## config.mk

```make
export PLATFORM = sky130hd
export DESIGN_NAME = sseg_scan_controller_flat
export DESIGN_NICKNAME = d
export VERILOG_FILES = /design/src/rtl/sseg_scan_controller_if.sv /design/src/rtl/sseg_scan_controller.sv /design/src/flat_wrapper.sv
export SDC_FILE = /design/constraint.sdc
export NUM_CORES = 1
export LEC_CHECK = 0
export CAP_MARGIN = 40
export CORE_UTILIZATION = 58
export CTS_CLUSTER_DIAMETER = 40
export DETAILED_ROUTE_END_ITERATION = 8
export PLACE_DENSITY = 0.87
export SYNTH_ARGS = -nofsm -noshare
export SYNTH_HDL_FRONTEND = slang
export SYNTH_SLANG_ARGS = --single-unit
```

## constraint.sdc

```tcl
create_clock -name clk -period 2.6 [get_ports clk]
set_input_delay 0.39 -clock clk [delete_from_list [all_inputs] [get_ports clk]]
set_output_delay 0.39 -clock clk [all_outputs]
set_load 0.02 [all_outputs]
```

## src/rtl/sseg_scan_controller_if.sv

```systemverilog
// Load-side bus of the seven-segment scan controller: value, load strobe and busy.
interface sseg_scan_controller_if;
  logic [9:0] number;
  logic       load;
  logic       busy;

  modport master (output number, output load, input busy);
  modport slave  (input number, input load, output busy);
endinterface

```

## src/rtl/sseg_scan_controller.sv

```systemverilog
// 4-digit seven-segment controller: iterative binary-to-BCD conversion on load,
// then a free-running digit scan with optional leading-zero blanking.
module sseg_scan_controller #(
  parameter int unsigned REFRESH_DIV   = 50000,
  parameter bit          BLANK_LEADING = 1'b1
) (
  input  logic                   clk,
  input  logic                   rst,
  sseg_scan_controller_if.slave  bus,
  output logic [7:0]             sseg_o,
  output logic [3:0]             anodes_o
);

  localparam int unsigned BIN_W    = 10;
  localparam int unsigned BCD_W    = 16;
  localparam int unsigned BITCNT_W = 4;
  localparam int unsigned REF_W    = (REFRESH_DIV > 1) ? $clog2(REFRESH_DIV) : 1;

  typedef enum logic [1:0] {
    S_IDLE   = 2'd0,
    S_SHIFT  = 2'd1,
    S_COMMIT = 2'd2
  } state_t;

  state_t                state_q, state_d;
  logic [BIN_W-1:0]      bin_q, bin_d;
  logic [BCD_W-1:0]      bcd_q, bcd_d;
  logic [BITCNT_W-1:0]   bit_cnt_q, bit_cnt_d;
  logic [BCD_W-1:0]      digits_q, digits_d;
  logic                  busy_q, busy_d;
  logic [BCD_W-1:0]      bcd_adj;

  logic [REF_W-1:0]      refresh_q;
  logic [1:0]            idx_q;
  logic [3:0]            digit_c;
  logic                  blank_c;
  logic [7:0]            seg_c;
  logic [3:0]            anodes_c;

  // Double-dabble correction: bump every nibble >= 5 by 3 before the shift
  function automatic logic [BCD_W-1:0] add3(input logic [BCD_W-1:0] v);
    logic [BCD_W-1:0] r;
    logic [3:0]       nib;
    r = v;
    for (int i = 0; i < 4; i++) begin
      nib = v[4*i +: 4];
      if (nib >= 4'd5) begin
        r[4*i +: 4] = 4'(nib + 4'd3);
      end
    end
    return r;
  endfunction

  assign bcd_adj = add3(bcd_q);

  // Conversion state and datapath registers
  always_ff @(posedge clk) begin
    if (rst) begin
      state_q   <= S_IDLE;
      bin_q     <= '0;
      bcd_q     <= '0;
      bit_cnt_q <= '0;
      digits_q  <= '0;
      busy_q    <= 1'b0;
    end else begin
      state_q   <= state_d;
      bin_q     <= bin_d;
      bcd_q     <= bcd_d;
      bit_cnt_q <= bit_cnt_d;
      digits_q  <= digits_d;
      busy_q    <= busy_d;
    end
  end

  // Next-state and datapath updates; SHIFT spends one extra cycle after the
  // tenth shift before handing over to COMMIT
  always_comb begin
    state_d   = state_q;
    bin_d     = bin_q;
    bcd_d     = bcd_q;
    bit_cnt_d = bit_cnt_q;
    digits_d  = digits_q;

    case (state_q)
      S_IDLE: begin
        if (bus.load) begin
          bin_d     = bus.number;
          bcd_d     = '0;
          bit_cnt_d = '0;
          state_d   = S_SHIFT;
        end
      end
      S_SHIFT: begin
        if (bit_cnt_q == BITCNT_W'(BIN_W)) begin
          state_d = S_COMMIT;
        end else begin
          {bcd_d, bin_d} = (BCD_W + BIN_W)'({bcd_adj, bin_q} << 1);
          bit_cnt_d      = BITCNT_W'(bit_cnt_q + BITCNT_W'(1));
        end
      end
      S_COMMIT: begin
        digits_d = bcd_q;
        state_d  = S_IDLE;
      end
      default: begin
        state_d = S_IDLE;
      end
    endcase

    busy_d = (state_d != S_IDLE);
  end

  assign bus.busy = busy_q;

  // Digit selection and leading-zero blanking for the current scan index
  always_comb begin
    digit_c = digits_q[4*idx_q +: 4];
    blank_c = 1'b0;
    if (BLANK_LEADING) begin
      case (idx_q)
        2'd3:    blank_c = (digits_q[15:12] == 4'd0);
        2'd2:    blank_c = (digits_q[15:8]  == 8'd0);
        2'd1:    blank_c = (digits_q[15:4]  == 12'd0);
        default: blank_c = 1'b0;
      endcase
    end
  end

  always_comb begin
    seg_c = 8'hFF;
    if (!blank_c) begin
      case (digit_c)
        4'd0:    seg_c = 8'hC0;
        4'd1:    seg_c = 8'hF9;
        4'd2:    seg_c = 8'hA4;
        4'd3:    seg_c = 8'hB0;
        4'd4:    seg_c = 8'h99;
        4'd5:    seg_c = 8'h92;
        4'd6:    seg_c = 8'h82;
        4'd7:    seg_c = 8'hF8;
        4'd8:    seg_c = 8'h80;
        4'd9:    seg_c = 8'h90;
        default: seg_c = 8'hFF;
      endcase
    end
  end

  assign anodes_c = ~(4'b0001 << idx_q);

  // Refresh timer, digit index and registered pin drive (segments and anode
  // share one edge so they can never disagree)
  always_ff @(posedge clk) begin
    if (rst) begin
      refresh_q <= '0;
      idx_q     <= 2'd0;
      sseg_o    <= 8'hFF;
      anodes_o  <= 4'hF;
    end else begin
      if (refresh_q == REF_W'(REFRESH_DIV - 1)) begin
        refresh_q <= '0;
        idx_q     <= 2'(idx_q + 2'd1);
      end else begin
        refresh_q <= REF_W'(refresh_q + REF_W'(1));
      end
      sseg_o   <= seg_c;
      anodes_o <= anodes_c;
    end
  end

endmodule

```

## src/flat_wrapper.sv

```systemverilog
// flat-port wrapper written by rule: the top's interface ports become plain ports
module sseg_scan_controller_flat 
#(
  parameter int unsigned REFRESH_DIV   = 50000,
  parameter bit          BLANK_LEADING = 1'b1
)
  (clk, rst, sseg_o, anodes_o, bus_number, bus_load, bus_busy);
  sseg_scan_controller_if bus_i ();
  input  logic clk;
  input  logic rst;
  output logic [7:0] sseg_o;
  output logic [3:0] anodes_o;
  input wire logic [$bits(bus_i.number)-1:0] bus_number;
  input wire logic [$bits(bus_i.load)-1:0] bus_load;
  output wire logic [$bits(bus_i.busy)-1:0] bus_busy;
  assign bus_i.number = bus_number;
  assign bus_i.load = bus_load;
  assign bus_busy = bus_i.busy;
  sseg_scan_controller #(.REFRESH_DIV(REFRESH_DIV), .BLANK_LEADING(BLANK_LEADING)) u_core (.clk(clk), .rst(rst), .bus(bus_i), .sseg_o(sseg_o), .anodes_o(anodes_o));
endmodule
```

# After elaboration in Yosys (flattened, before gate mapping)
# Memory sizes are Yosys's and may differ from the RTL's. A register that Yosys moved wholly into a read port is not among the register bits.
# Index checks and enable logic that the tools add are counted.
[classes]
muxes = 17
shifts = 2
bitwise = 1
magnitude_cmp = 4
n_eq_ne = 9
reduce_logical = 9
add_sub_neg = 7
[op_table]
columns = ["cell", "n"]
rows = [
  ["$mux W16", 2],
  ["$pmux W16 S2", 1],
  ["$mux W10", 2],
  ["$mux W4", 5],
  ["$pmux W10 S2", 1],
  ["$add A16 B1 Y16 const B", 1],
  ["$eq A16 B16 Y1 const B", 1],
  ["$ge A4 B3 Y1 const B", 4],
  ["$shiftx A16 B5 Y4", 1],
  ["$add A4 B2 Y4 const B", 3],
  ["$logic_not A12 Y1", 1],
  ["$logic_not A8 Y1", 1],
  ["$pmux W4 S2", 1],
  ["$eq A2 B2 Y1 const B", 3],
  ["$add A4 B1 Y4 const B", 1],
  ["$eq A2 B1 Y1 const B", 2],
  ["$eq A4 B4 Y1 const B", 1],
  ["$logic_not A4 Y1", 1],
  ["$mux W2", 2],
  ["$ne A2 B2 Y1 const B", 2],
  ["$not A4 Y4", 1],
  ["$pmux W2 S2", 1],
  ["$reduce_bool A2 Y1", 2],
  ["$reduce_or A2 Y1", 2],
  ["other kinds (7)", 7],
]
[totals]
ff_bits = 79
in_bits = 13
mem_bits_ro = 112
output_inout_bits = 13
wordCells = 60
n_memories = 1
[memory_table]
columns = ["name", "depth", "width", "rd", "rd_ports_with_merged_regs", "write_ports", "line_no", "source"]
rows = [
  ["(name not given)", 16, 7, 1, 1, 0, "sseg_scan_controller.sv:132", "case (digit_c)"],
]

# Logic depth before layout (Yosys ltp)
[depth]
ltp_word = 4
mapped_depth = 8
mapped_depth_nobuf = 7

# Worst setup path before layout
# Ideal clock, no wire load.
[synth_timing]
path_type = "flip-flop to flip-flop"
start = "reg u_core.idx_q[0]"
end = "reg u_core.sseg_o[6]"
required_ns = 2.467
period_less_slack_ns = 1.884
path_buffers = 0
arrival_ns = 1.751
stages_incl_launch_ff = 6
path_slack_ns = 0.716
setup_time_ns = 0.133
path_cell_list = "dfxtp_1 > mux4_2 > ha_1 > or2_2 > o21ai_0 > nand2_1"
[synth_between]
elab_chain_len = 3
elab_cells_between_ends = 6
cone_classes = "3 x eq/ne; 1 x shift; 1 x mux; 1 x reduce/logical"
[synth_lines]
columns = ["item", "line_no", "source"]
rows = [
  ["start: declaration", "sseg_scan_controller.sv:34", "logic [1:0] idx_q;"],
  ["start signal: assignment", "sseg_scan_controller.sv:161", "idx_q <= 2'(idx_q + 2'd1);"],
  ["$eq A2 B1 Y1 or $eq A2 B2 Y1 (tied branches)", "sseg_scan_controller.sv:120", "case (idx_q)"],
  ["$pmux W1 S3", "sseg_scan_controller.sv:120", ""],
  ["$reduce_or A2 Y1 (no source line)", "-", ""],
  ["end: declaration", "sseg_scan_controller.sv:10", "output logic [7:0] sseg_o,"],
]
# Several ways; a longest one is shown, not always the timed one.
# A chain may end at the register's enable or synchronous reset.

# Worst setup path in the final report
[layout_timing]
start = "reg u_core.bit_cnt_q[0]"
end = "reg u_core.bcd_q[3]"
[layout_between]
elab_chain_len = 3
[layout_lines]
columns = ["item", "line_no", "source"]
rows = [
  ["start: declaration", "sseg_scan_controller.sv:28", "logic [BITCNT_W-1:0] bit_cnt_q, bit_cnt_d;"],
  ["start signal: assignment", "sseg_scan_controller.sv:69", "bit_cnt_q <= bit_cnt_d;"],
  ["$eq A4 B4 Y1", "sseg_scan_controller.sv:94", "if (bit_cnt_q == BITCNT_W'(BIN_W)) begin"],
  ["$ne A2 B2 Y1 (no source line)", "-", ""],
  ["$reduce_and A3 Y1 (no source line)", "-", ""],
  ["end signal: assignment", "sseg_scan_controller.sv:61", "bcd_q <= '0;"],
  ["end signal: assignment", "sseg_scan_controller.sv:68", "bcd_q <= bcd_d;"],
  ["end: declaration", "sseg_scan_controller.sv:27", "logic [BCD_W-1:0] bcd_q, bcd_d;"],
]
# Every way passes these cells.

==> results.ini <==
[floorplan]
initial_core_util = 0.611
core-area_mm2 = 0.00599
io_pins = 26
fp-row-count = 28
dieArea_mm2 = 0.00663
die_y_um = 81.5
fp.dieW_um = 81.5

[job]
maxCapViolations = 0

[placement]
gp_congestion = 0.827
port_buffers = 24
place_area_mm2 = 0.00391
place_ws_ns = 0.531
post-place-cells = 497
hpwlAfterDp_mm = 5.01

[power]
power_mw = 2.50
ir_drop_mv = 0.400
p_per_area_mw_per_mm2 = 602
power.leakage_nw = 1.58

[clock_tree]
postCtsSetupBuffers = 0
htreeDepth = 3
root_buffer = clkbuf_8
cts_tree = yes
cts_resized = 0
numCtsBuffers = 9
clkTransAtPathRegs_ns = 0.08
cts.sinks = 78
insertion_delay_ns = 0.35
holdBufCountCts = 0
clockBufferDepth = 2

[detailed_routing]
vias = 2926
drt-total-wl_mm = 7.34
drtIter0Drc = 172
first_pass_iters = 5
drtAntennaViolNets = 0
drc = 0
vias_per_cell = 5.70
wl_per_cell_um = 14.3

[synthesis]
postSynthCellCount = 415
synth.distinct_cells = 45
netlist_area_mm2 = 0.00366
ys_seq_elements = 78
yosysSeqAreaShare = 0.427
synth-warning-count = 0
yosysTopAreaCellShare = 0.427
synth_edf_count = 0
synthArstFlopShare = 0
synth_area_leader_cell = dfxtp_1
synth_nets = 449
synth.avg_cell_area_um2 = 8.82
synth_area_leaders = dfxtp_1 (43%), nand2_1 (7.3%), ha_1 (7.2%)
synth_flop_cell = dfxtp_1

[grt]
grtUsageTotal = 0.244
grt-ovfl-total = 0
grt_pass1_wl_mm = 12.4
grt_antenna_before_repair = 0
grt_pass1_vias = 2752
grt_start_max_net_pins = 32

[timing]
layout_setup_ws_ns = 0.533
fin_skew_ns = 0.00962
tns_ns = 0
setup_viol = 0
maxSlewViolCount = 0
tightest_slew_ns = 0.628
maxSlewHeadroom = 0.582
max_freq_ghz = 0.484
final.min_clock_period_ns = 2.07
rsz0062_at_grt = false
whs_ns = 0.466
period_share = 0.795
hold_violations = 0

[worst_setup_path]
crit_required_ns = 2.82
worst_setup_path_end_kind = flip-flop
worstPathCellList = inv_1 > ha_1 > and3b_2 > a211oi_4 > buf_4 > o31ai_1 > a32oi_1 > nor2_1
cpMaxStageDelayCell = dfxtp_1
startpoint_type = flip-flop
crit_type = reg2reg
cpPeakStageDelay_ns = 0.39
crit_path_max_fanout = 20
worstPathArrival_ns = 2.28

[final_layout]
seqCellArea_mm2 = 0.00156
fin_util = 0.694
finalNonFillerCells = 513
nets = 467
syn_to_final_growth_pct = 13.5
multi_input_area_mm2 = 0.00193
stdcell_area_mm2 = 0.00416
num_antenna_cells = 0
drive_above_1_share = 0.100
nFillCells = 448

[run_status]
status = finished, final reports clean

[worst_hold_path]
hold_path_class = reg2reg

==> critical path: cells and delay by family, from the launching register on <==
family          cells  cell delay, ns
compound gates      3            0.65
fa+ha+maj           1            0.21
buf+inv             2            0.41
flops               1            0.39
simple gates        2            0.28
==> routing by layer <==
metal	vias up	share of wire	global-route usage
met2	60	0.48	0.393
met4	0	0.023	0.120
met5	-	0	0
met1	1401	0.46	0.312
li1	1448	-	-
met3	17	0.028	0.0478
==> registers in the layout (all words and copies together), names as in the netlist <==
| register | cells |
|---|---|
| u_core.bcd_q | 16 |
| u_core.digits_q | 16 |
| u_core.refresh_q | 16 |
| u_core.bin_q | 10 |
| u_core.sseg_o | 7 |
| u_core.anodes_o | 4 |
| u_core.bit_cnt_q | 4 |
| u_core.idx_q | 2 |
| u_core.state_q | 2 |
| u_core.bus.busy | 1 |
==> cells by family after synthesis <==
family                     share of synthesized area
adders and majority gates                     0.0718
DFF                                            0.427
and+or+nand+nor                                0.212
other                                        0.00102
xor gates and xnor gates                      0.0598
muxes                                         0.0325
buffers and inverters                         0.0475
AOI/OAI and AO/OA                              0.149
==> final cells by class <==
class | instances | area share
multi-input combinational | 300 | 0.463
clock inverter | 6 | 0.0262
timing repair buffer | 29 | 0.0656
inverter | 15 | 0.0135
sequential | 78 | 0.376
clock buffer | 10 | 0.0331
tap | 75 | 0.0226
==> where the power goes <==
group / internal (mW) / switching [mW] / total [mW]
clock network: 0.662 / 0.443 / 1.10
registers: 1.22 / 0.0184 / 1.24
logic: 0.0655 / 0.0912 / 0.157
total: 1.95 / 0.552 / 2.50
==> placed cells by master (no fill, tap or decap), types with 3 or more instances in the layout <==
master            n
a211oi_1          3
a21oi_1          30
a22o_1            6
a22oi_1           3
a311oi_2          9
a32oi_1           3
and3_1            6
buf_4             5
bufinv_16         3
clkbuf_8         10
clkdlybuf4s50_1  23
dfxtp_1          78
ha_1             21
inv_1            15
mux2i_1           4
mux4_2            3
nand2_1          71
nand2b_1         11
nand3_1           4
nand4_1           5
nor2_1           48
nor3_1            6
nor4_1            5
o21ai_0          13
o31ai_1           3
xnor2_1          11
xor2_1           14
==> path summary, 6_finish.rpt <==
check	from	endpoint	slack (ns)	cells after the start
min reg2reg	u_core.digits_q[2]	u_core.digits_q[2]	0.47	2
max	u_core.bit_cnt_q[0]	u_core.bcd_q[3]	0.53	8
max reg2reg	u_core.bit_cnt_q[0]	u_core.bcd_q[3]	0.53	8
min	u_core.digits_q[2]	u_core.digits_q[2]	0.47	2
==> Yosys cell counts, types with 5 or more instances <==
cell and n:
nand2b_1 11, o21ai_0 13, dfxtp_1 78, nor2_1 48
buf_2 7, nand4_1 5, nor3_1 6, a21oi_1 30
inv_1 15, a311oi_2 9, nor4_1 5, and3_1 6
xor2_1 14, a22o_1 6, xnor2_1 11, clkbuf_1 8
ha_1 21, nand2_1 71
Power figures use the tool's default switching activity.
